==> src/rtl/idx_loop_ctrl.sv <==
// Loop controller for the X index register pair (i / iref): loads the limit and the
// start index, then walks i by a stride and hands each index to the datapath.
module idx_loop_ctrl #(
  parameter int WIDTH    = 16,
  parameter int MAX_ITER = 65535
) (
  input  logic             clk,
  input  logic             rst_n,
  input  logic             start,
  input  logic             abort,
  input  logic [WIDTH-1:0] limit,
  input  logic [WIDTH-1:0] init,
  input  logic [WIDTH-1:0] stride,
  input  logic             step,
  output logic [WIDTH-1:0] idx,
  output logic             idx_valid,
  output logic             busy,
  output logic             done,
  output logic             err,
  output logic             write_i,
  output logic             write_iref,
  output logic             read_i,
  output logic             read_iref,
  output logic [WIDTH-1:0] reg_wdata,
  input  logic [WIDTH-1:0] reg_rdata,
  input  logic             iflag
);

  localparam int             ITW      = (MAX_ITER < 2) ? 1 : $clog2(MAX_ITER + 1);
  localparam logic [ITW-1:0] ITER_MAX = ITW'(MAX_ITER);

  typedef enum logic [2:0] {
    S_IDLE   = 3'd0,
    S_LD_REF = 3'd1,
    S_LD_I   = 3'd2,
    S_CHECK  = 3'd3,
    S_READ   = 3'd4,
    S_READY  = 3'd5,
    S_INC    = 3'd6,
    S_DONE   = 3'd7
  } state_e;

  state_e           state_q, state_d;
  logic [WIDTH-1:0] limit_q, limit_d;
  logic [WIDTH-1:0] init_q, init_d;
  logic [WIDTH-1:0] stride_q, stride_d;
  logic [WIDTH-1:0] idx_q, idx_d;
  logic [ITW-1:0]   iter_q, iter_d;
  logic             idx_valid_q, idx_valid_d;
  logic             busy_q, busy_d;
  logic             done_q, done_d;
  logic             err_q, err_d;
  logic             write_i_q, write_i_d;
  logic             write_iref_q, write_iref_d;
  logic             read_i_q, read_i_d;
  logic [WIDTH-1:0] reg_wdata_q, reg_wdata_d;
  logic [WIDTH:0]   sum_s;
  logic [WIDTH-1:0] nxt_s;

  // Next index with one extra bit so a wrap is caught and clamped to the limit,
  // which guarantees the register eventually raises iflag.
  always_comb begin
    sum_s = {1'b0, idx_q} + {1'b0, stride_q};
    if (sum_s[WIDTH] || (sum_s[WIDTH-1:0] > limit_q)) begin
      nxt_s = limit_q;
    end else begin
      nxt_s = sum_s[WIDTH-1:0];
    end
  end

  // Loop sequencing; outputs are decoded from the next state and registered.
  always_comb begin
    state_d  = state_q;
    limit_d  = limit_q;
    init_d   = init_q;
    stride_d = stride_q;
    iter_d   = iter_q;
    err_d    = 1'b0;
    case (state_q)
      S_IDLE: begin
        if (start) begin
          limit_d  = limit;
          init_d   = init;
          stride_d = (stride == {WIDTH{1'b0}}) ? WIDTH'(1) : stride;
          iter_d   = {ITW{1'b0}};
          if (init > limit) begin
            state_d = S_DONE;
            err_d   = 1'b1;
          end else begin
            state_d = S_LD_REF;
          end
        end else begin
          state_d = S_IDLE;
        end
      end
      S_LD_REF: state_d = S_LD_I;
      S_LD_I:   state_d = S_CHECK;
      S_CHECK: begin
        if (iflag) begin
          state_d = S_DONE;
        end else if (iter_q == ITER_MAX) begin
          state_d = S_DONE;
          err_d   = 1'b1;
        end else begin
          state_d = S_READ;
        end
      end
      S_READ:  state_d = S_READY;
      S_READY: begin
        if (step) begin
          state_d = S_INC;
          iter_d  = iter_q + ITW'(1);
        end else begin
          state_d = S_READY;
        end
      end
      S_INC:   state_d = S_CHECK;
      S_DONE:  state_d = S_IDLE;
      default: state_d = S_IDLE;
    endcase

    if (abort && (state_q != S_IDLE)) begin
      state_d = S_IDLE;
      err_d   = 1'b0;
      iter_d  = iter_q;
    end else begin
      iter_d  = iter_d;
    end

    if (state_q == S_READ) begin
      idx_d = reg_rdata;
    end else begin
      idx_d = idx_q;
    end

    idx_valid_d  = (state_d == S_READY);
    busy_d       = (state_d != S_IDLE);
    done_d       = (state_d == S_DONE);
    write_iref_d = (state_d == S_LD_REF);
    write_i_d    = (state_d == S_LD_I) || (state_d == S_INC);
    read_i_d     = (state_d == S_READ);

    case (state_d)
      S_LD_REF: reg_wdata_d = limit_d;
      S_LD_I:   reg_wdata_d = init_q;
      S_INC:    reg_wdata_d = nxt_s;
      default:  reg_wdata_d = {WIDTH{1'b0}};
    endcase
  end

  // State, captured operands and registered outputs.
  always_ff @(posedge clk or negedge rst_n) begin
    if (!rst_n) begin
      state_q      <= S_IDLE;
      limit_q      <= {WIDTH{1'b0}};
      init_q       <= {WIDTH{1'b0}};
      stride_q     <= {WIDTH{1'b0}};
      idx_q        <= {WIDTH{1'b0}};
      iter_q       <= {ITW{1'b0}};
      idx_valid_q  <= 1'b0;
      busy_q       <= 1'b0;
      done_q       <= 1'b0;
      err_q        <= 1'b0;
      write_i_q    <= 1'b0;
      write_iref_q <= 1'b0;
      read_i_q     <= 1'b0;
      reg_wdata_q  <= {WIDTH{1'b0}};
    end else begin
      state_q      <= state_d;
      limit_q      <= limit_d;
      init_q       <= init_d;
      stride_q     <= stride_d;
      idx_q        <= idx_d;
      iter_q       <= iter_d;
      idx_valid_q  <= idx_valid_d;
      busy_q       <= busy_d;
      done_q       <= done_d;
      err_q        <= err_d;
      write_i_q    <= write_i_d;
      write_iref_q <= write_iref_d;
      read_i_q     <= read_i_d;
      reg_wdata_q  <= reg_wdata_d;
    end
  end

  assign idx        = idx_q;
  assign idx_valid  = idx_valid_q;
  assign busy       = busy_q;
  assign done       = done_q;
  assign err        = err_q;
  assign write_i    = write_i_q;
  assign write_iref = write_iref_q;
  assign read_i     = read_i_q;
  assign read_iref  = 1'b0;
  assign reg_wdata  = reg_wdata_q;

endmodule

==> config.mk <==
export PLATFORM = sky130hd
export DESIGN_NAME = idx_loop_ctrl
export DESIGN_NICKNAME = d
export VERILOG_FILES = /design/src/rtl/idx_loop_ctrl.sv
export SDC_FILE = /design/constraint.sdc
export NUM_CORES = 1
export LEC_CHECK = 0
export ABC_AREA = 1
export BUFFER_PORTS_ARGS = -buffer_cell sky130_fd_sc_hd__clkbuf_2
export CAP_MARGIN = 20
export CORE_MARGIN = 2
export CORE_UTILIZATION = 57
export CTS_CLUSTER_DIAMETER = 60
export DETAILED_ROUTE_END_ITERATION = 8
export PLACE_DENSITY = 0.83
export SLEW_MARGIN = 20
export SYNTH_ARGS = -nofsm -noshare
export SYNTH_HDL_FRONTEND = slang
export SYNTH_SLANG_ARGS = --single-unit
==> constraint.sdc <==
create_clock -name clk -period 3.8 [get_ports clk]
set_clock_uncertainty 0.05 [all_clocks]
set_input_delay 0 -clock clk [delete_from_list [all_inputs] [get_ports clk]]
set_output_delay 0 -clock clk [all_outputs]
set_load 0.05 [all_outputs]
* Yosys cells after proc, flatten, opt, wreduce, memory -nomap -nowiden *
Index checks and enable logic that the tools add are counted.

cells by class
  $add $sub $neg = 2
  magnitude comparators = 2
  equality and inequality tests = 16
  muxes and demuxes = 21
  bitwise operators = 1
  reductions and logical operators = 11

operators by type and width
  cell                                           number
  two-way mux 16 bit                             6
  one-hot mux 16 bit (3 select lines)            1
  greater-than comparator 16 bit                 2
  one-hot mux 16 bit (2 select lines)            1
  == test 3 bit, second input constant           8
  one-hot mux 3 bit (7 select lines)             1
  adder 16 x 16 -> 17 bit                        1
  adder 16 x 1 -> 16 bit, second input constant  1
  == test 16 bit, second input constant          1
  zero test 16 bit                               1
  == test 3 x 2 -> 1 bit, second input constant  3
  two-way mux 3 bit                              3
  == test 3 x 1 -> 1 bit, second input constant  2
  two-way mux 2 bit                              3
  nonzero test 3 bit                             2
  two-way mux 1 bit                              5
  != test 2 bit, second input constant           2
  AND reduction 4 bit                            1
  zero test 3 bit                                1
  logical OR 1 bit                               2
  one-hot mux 1 bit (2 select lines)             1
  AND reduction 2 bit                            1
  nonzero test 2 bit                             1
  OR reduction 2 bit                             1
  other kinds (2)                                2

word-level totals
  register bits = 106
  input port bits = 70
  output and inout bits = 40

* Logic depth before layout (Yosys ltp) *
  depth after elaboration = 7
  mapped depth = 25
  gate-level depth less buffers = 24

* Least setup slack after synthesis *
OpenSTA, ideal clock, no wires.

  path kind = reg-to-reg
  start point = register idx_q[0] (netlist: idx[0])
  end point = register reg_wdata_q[11] (netlist: reg_wdata[11])
  library setup time = 0.122 ns
  arrival = 3.408 ns
  setup slack = 0.219 ns
  cell stages (with the launch flop) = 22
  buffers on the path = 1
  clock period less this slack = 3.581 ns
  cells stage by stage = dfrtp_1 ha_1 inv_1 fa_1 nand3b_1 nand2_1 nand3_1 nand2_1 nand2_1 nand2_1 nand2_1 nand2_1 inv_1 ha_1 nand2_1 nor3_1 nand3_1 nand2_1 clkbuf_1 nand3_1 nand3_1 nand3_2

on the way
  longest elaborated chain between the ends = 5

RTL lines
  element                                RTL line  RTL
  start: declaration                     47        logic [WIDTH-1:0] idx_q, idx_d;
  start signal: assignment               158       idx_q <= {WIDTH{1'b0}};
  start signal: assignment               173       idx_q <= idx_d;
  adder 16 x 16 -> 17 bit *              63        sum_s = {1'b0, idx_q} + {1'b0, stride_q};
  greater-than comparator 16 bit         64        if (sum_s[WIDTH] || (sum_s[WIDTH-1:0] > limit_q)) begin
  logical OR 1 bit                       64
  two-way mux 16 bit *                   64
  one-hot mux 16 bit (3 select lines) *  143       case (state_d)
  net reg_wdata_d[11]                    56        logic [WIDTH-1:0] reg_wdata_q, reg_wdata_d;
  end signal: assignment                 167       reg_wdata_q <= {WIDTH{1'b0}};
  end signal: assignment                 182       reg_wdata_q <= reg_wdata_d;
  end: declaration                       56

The timed path passes the listed nets; every way through them passes the cells marked *.
A chain may end at the register's enable or synchronous reset.

* Worst setup path in the final report *
  start point = register idx_q[0] (netlist: idx[0])
  end point = register reg_wdata_q[8] (netlist: reg_wdata[8])

Same word-level chain as after synthesis.

==> flow_results.org <==
** Layout
- Layout cells sized above 1 :: 0.191
- The library cell used most frequently in the layout, excluding fill and tap cells, is nand2_1.
- Signed area change from the synthesized netlist to the final layout :: 25.3%
- In the layout the commonest cells are 228 x nand2_1, 107 x clkbuf_2, 106 x dfrtp_1.
- Area taken by multi-input logic gates :: 3370 um2
- # nets final :: 1098
- Filler cell count in the final layout :: 812
- Post-route core utilization :: 0.724
- Total area of sequential cells :: 2650 um2
- Number of antenna cells inserted :: 0

** Floorplan
- Top-level port count :: 110
- Die height :: 111 um
- Die X :: 111 um
- The initial utilization of the core area, before any placement, comes to 0.578.
- Number of core rows :: 39
- Die footprint :: 12300 um2
- Core Area :: 11300 um2

** Power
- Summed over all cells, the static leakage comes to 4.37 nW.
- IR analysis of the VDD net gives a maximum drop of 0.000526 V.
- The share of total power dissipated in the clock network is 0.130.
- Of the total power, the share spent switching nets is 0.526.
- Portion of total power attributed to sequential cells :: 0.229
- For this design the ratio of total power to cell area is 987 nW/um2.
- Portion of total power attributed to combinational logic :: 0.641
- For this design the total switching power over the nets is 4.24 mW.
- The internal power of the cells totals 3.82 mW.

** Routing
- DR vias :: 6046
- WL/cell :: 15.5 um
- Summed over all nets, wire length on met3 after detailed routing comes to 968 um.
- Met2 layer wire length in the routed design :: 8640 um
- Starting DRC count in detailed routing :: 407
- Detailed-route wire length on metal 1 :: 7410 um
- Once detail routing completed, the nets flagged for antenna violations numbered 0.
- Before antenna repair, the detailed router went through 5 iterations.
- After detailed routing, the number of remaining DRC violations is 0.
- Wirelength, routed :: 17400 um
- Top Metal Used :: met4
- Routed via count divided by cell count :: 5.37

** Timing
- Worst rel slew slack :: 0.448
- Transition at the pin with the smallest max-transition slack :: 0.828 ns
- Maximum operating frequency :: 0.287 GHz
- The number of failing hold endpoints at the final stage is 0.
- Final hold analysis gives a worst-case slack of 0.0248 ns.
- Final slew viol count :: 0
- Endpoints failing setup :: 0
- The routed design could run at a clock period as short as 3.49 ns.
- Minimum setup slack in the final design :: 0.311 ns
- Summed over all failing endpoints, the final setup total negative slack is 0 ns.
- In the finished design, the share of the clock period the worst path needs comes to 0.918.
- Setup repair after global routing left no endpoint under its margin.

** Synthesis
- Net count after synthesis :: 930
- The synthesized design contains 106 register bits.
- Area of the mapped netlist :: 6510 um2
- The share of synthesized area in the top cell type comes to 0.407.
- Synthesized-area fraction occupied by adder cells :: 0.0972
- dfrtp_1 takes more of the synthesized area than any other cell.
- For this run, asynchronously set or reset flops after synthesis account for 1.00.
- The compound-cell area share of the yosys netlist was 0.0787.
- Biggest area contributors in the synthesized netlist :: dfrtp_1 41%, nand2_1 13%, ha_1 9.4%
- The cell count after synthesis came out at 810.
- Counting flops with a built-in enable in the synthesized netlist gives 0.
- The number of different library cells used by synthesis comes to 45.
- Of the post-synthesis cell area, the part taken by muxes is 0.0259.
- Fraction of synthesized cell area in xor and xnor cells :: 0.0175
- Post-synthesis area per instance :: 8.04 um2
- By area, the combinational part of the netlist is dominated by simple AND/OR/NAND/NOR gates.
- Synth Warn # :: 0
- Flip-flop cell with the highest count after synthesis :: dfrtp_1
- Simple-gate share of the synthesized area :: 0.296
- Fraction of the yosys area taken by sequential cells :: 0.407

** GRT
- Global router's overall resource usage :: 0.295
- Maximum number of pins on one net before global-route repair :: 39
- The first global-routing pass estimated 29100 um of wire.
- Number of antenna violations at the first check in global routing :: 0
- Remaining global-route overflow :: 0
- The via count of the first global-routing pass is 6081.

** Critical path
- The worst register-to-register path has a setup slack of 0.31 ns.
- Startpoint class of the critical path :: flip-flop
- List of cells traversed by the critical path :: ha_1 -> inv_1 -> fa_1 -> nand3b_1 -> nand2_1 -> nand2_1 -> nand2_1 -> nand3_1 -> nand2_1 -> nand2_1 -> nand2_1 -> inv_1 -> ha_1 -> nand2_1 -> inv_1 -> nand3_1 -> nor3_2 -> nand3_1 -> nand2_2 -> buf_4 -> nand3_1 -> nand3_1 -> nand3_2
- The worst setup path is of the flip-flop to flip-flop kind.
- Cell class contributing the biggest share of worst-path delay :: simple AND/OR/NAND/NOR gates
- For the worst setup path, the data arrival time is 3.68 ns.
- Top cell by count, worst path :: nand2_1
- For the worst flop-to-flop path, the logic depth is 23.
- The number of buffers and inverters on the critical path is 4.
- The worst register-to-register path ends at reg_wdata[8].
- On the critical path, the stage with the largest delay is an instance of dfrtp_1.
- CP Data Required Time :: 3.99 ns
- Crit-path max FO :: 11
- The largest single stage delay on the critical path is 0.39 ns.
- Reg-to-reg critical path startpoint :: idx[0]
- STA classifies the critical path endpoint as a flip-flop.

** Clock network
- Clock latency on the worst-skew pair, taken at its later pin, is 0.36 ns.
- CTS root buffer :: clkbuf_16
- Count of clock tree sinks :: 106
- TritonCTS clock tree :: done
- The H-tree was split into 3 levels.
- The longest clock path from root to sink contains 2 buffers.
- Clock-pin slew was measured on the worst setup and hold paths at 0.07 ns.
- Buffers inserted during clock tree synthesis total 9.

** Placed design
- Input/output buffers :: 108
- DPL Wire Length :: 11900 um
- At the end of routability-driven placement, the weighted congestion stood at 0.939.
- At the placement stage, the worst setup path has a slack of 0.305 ns.

** Status
- Outcome :: complete, no violations

** Hold path
- The path class of the tightest hold or removal check is input port to flip-flop.
- The worst hold path begins at abort.
- Number of cells traversed by the worst hold path :: 4
- Terminating pin of the worst hold path :: err

** Run
- Max-cap violations in this run came to 0.
==> worst max-delay path by stage <==
stage,slack [ns],from,cells after the start,to
after global placement,0.45,idx[0],23,reg_wdata[8]
final,0.31,idx[0],23,reg_wdata[8]
after global routing,0.01,idx[0],23,reg_wdata[12]
after detailed placement,0.30,idx[0],23,reg_wdata[8]
after floorplan,0.22,idx[0],21,reg_wdata[11]
after CTS,0.28,idx[0],24,reg_wdata[14]
==> per-stage QoR <==
stage,area [um2],cells,power (mW)
global route,8160,1126,8.74
finish,8160,1126,8.06
global placement,7160,1044,6.71
detailed placement,7160,1044,6.82
floorplan,6520,810,5.64
CTS,8150,1126,7.95
==> repair_timing <==
item	in CTS	in global routing
buffers inserted	0	0
gates resized for setup	0	3
endpoints found under the setup margin	0	16
hold buffers	66	0
hold endpoints to repair	99	0
==> cells by family (layout without fill, tap and decap cells) <==
group	Yosys count	in the layout
XOR/XNOR	13	13
AO/OA/AOI/OAI	89	89
multiplexers	15	15
other	1	1
adder cells (fa/ha/maj)	50	50
flip-flops	106	106
buffers and inverters	124	297
AND/OR/NAND/NOR	412	412
==> worst min-delay path, cell delays in order <==
cell and delay [ns]:
clkbuf_2 0.11, nand2_1 0.09, inv_1 0.07, o32ai_1 0.10
==> flip-flops by register name, summed over array words and instances (netlist names) <==
name and flops:
write_iref 1, busy 1, err 1, iter_q 16
init_q 16, write_i 1, state_q 3, idx_valid 1
idx 16, reg_wdata 16, limit_q 16, stride_q 16
done 1, read_i 1
==> synth_stat cells, types with 7 or more instances <==
library cell  number
a21oi_1           37
buf_2              7
clkbuf_1          10
dfrtp_1          106
ha_1              49
inv_1             95
mux2_2            15
nand2_1          229
nand3_1           84
nand3_2           20
nand4_1            9
nor2_1            34
nor3_1            12
o21ai_0           31
xor2_1             8
==> power by group through the flow <==
stage	clock, mW	combinational [mW]	sequential (mW)
2_1_floorplan	0	3.33	2.31
6_report	1.05	5.17	1.84
4_1_cts	1.05	5.06	1.83
5_1_grt	1.10	5.74	1.89
3_3_place_gp	0	4.87	1.84
3_5_place_dp	0	4.98	1.85
==> final cells by class <==
type                       instances  share of cell area
multi-input combinational        580               0.413
timing repair buffer             180               0.153
clock buffer                      12              0.0314
sequential                       106               0.325
clock inverter                     4             0.00904
inverter                         101              0.0466
tap                              143              0.0219
==> per-layer routing <==
metal | up-vias | GRT usage
met1 | 2836 | 0.384
met4 | 0 | 0.0967
met5 | - | 0
li1 | 2983 | -
met3 | 30 | 0.0563
met2 | 197 | 0.499
(Power assumes the default switching activity.)
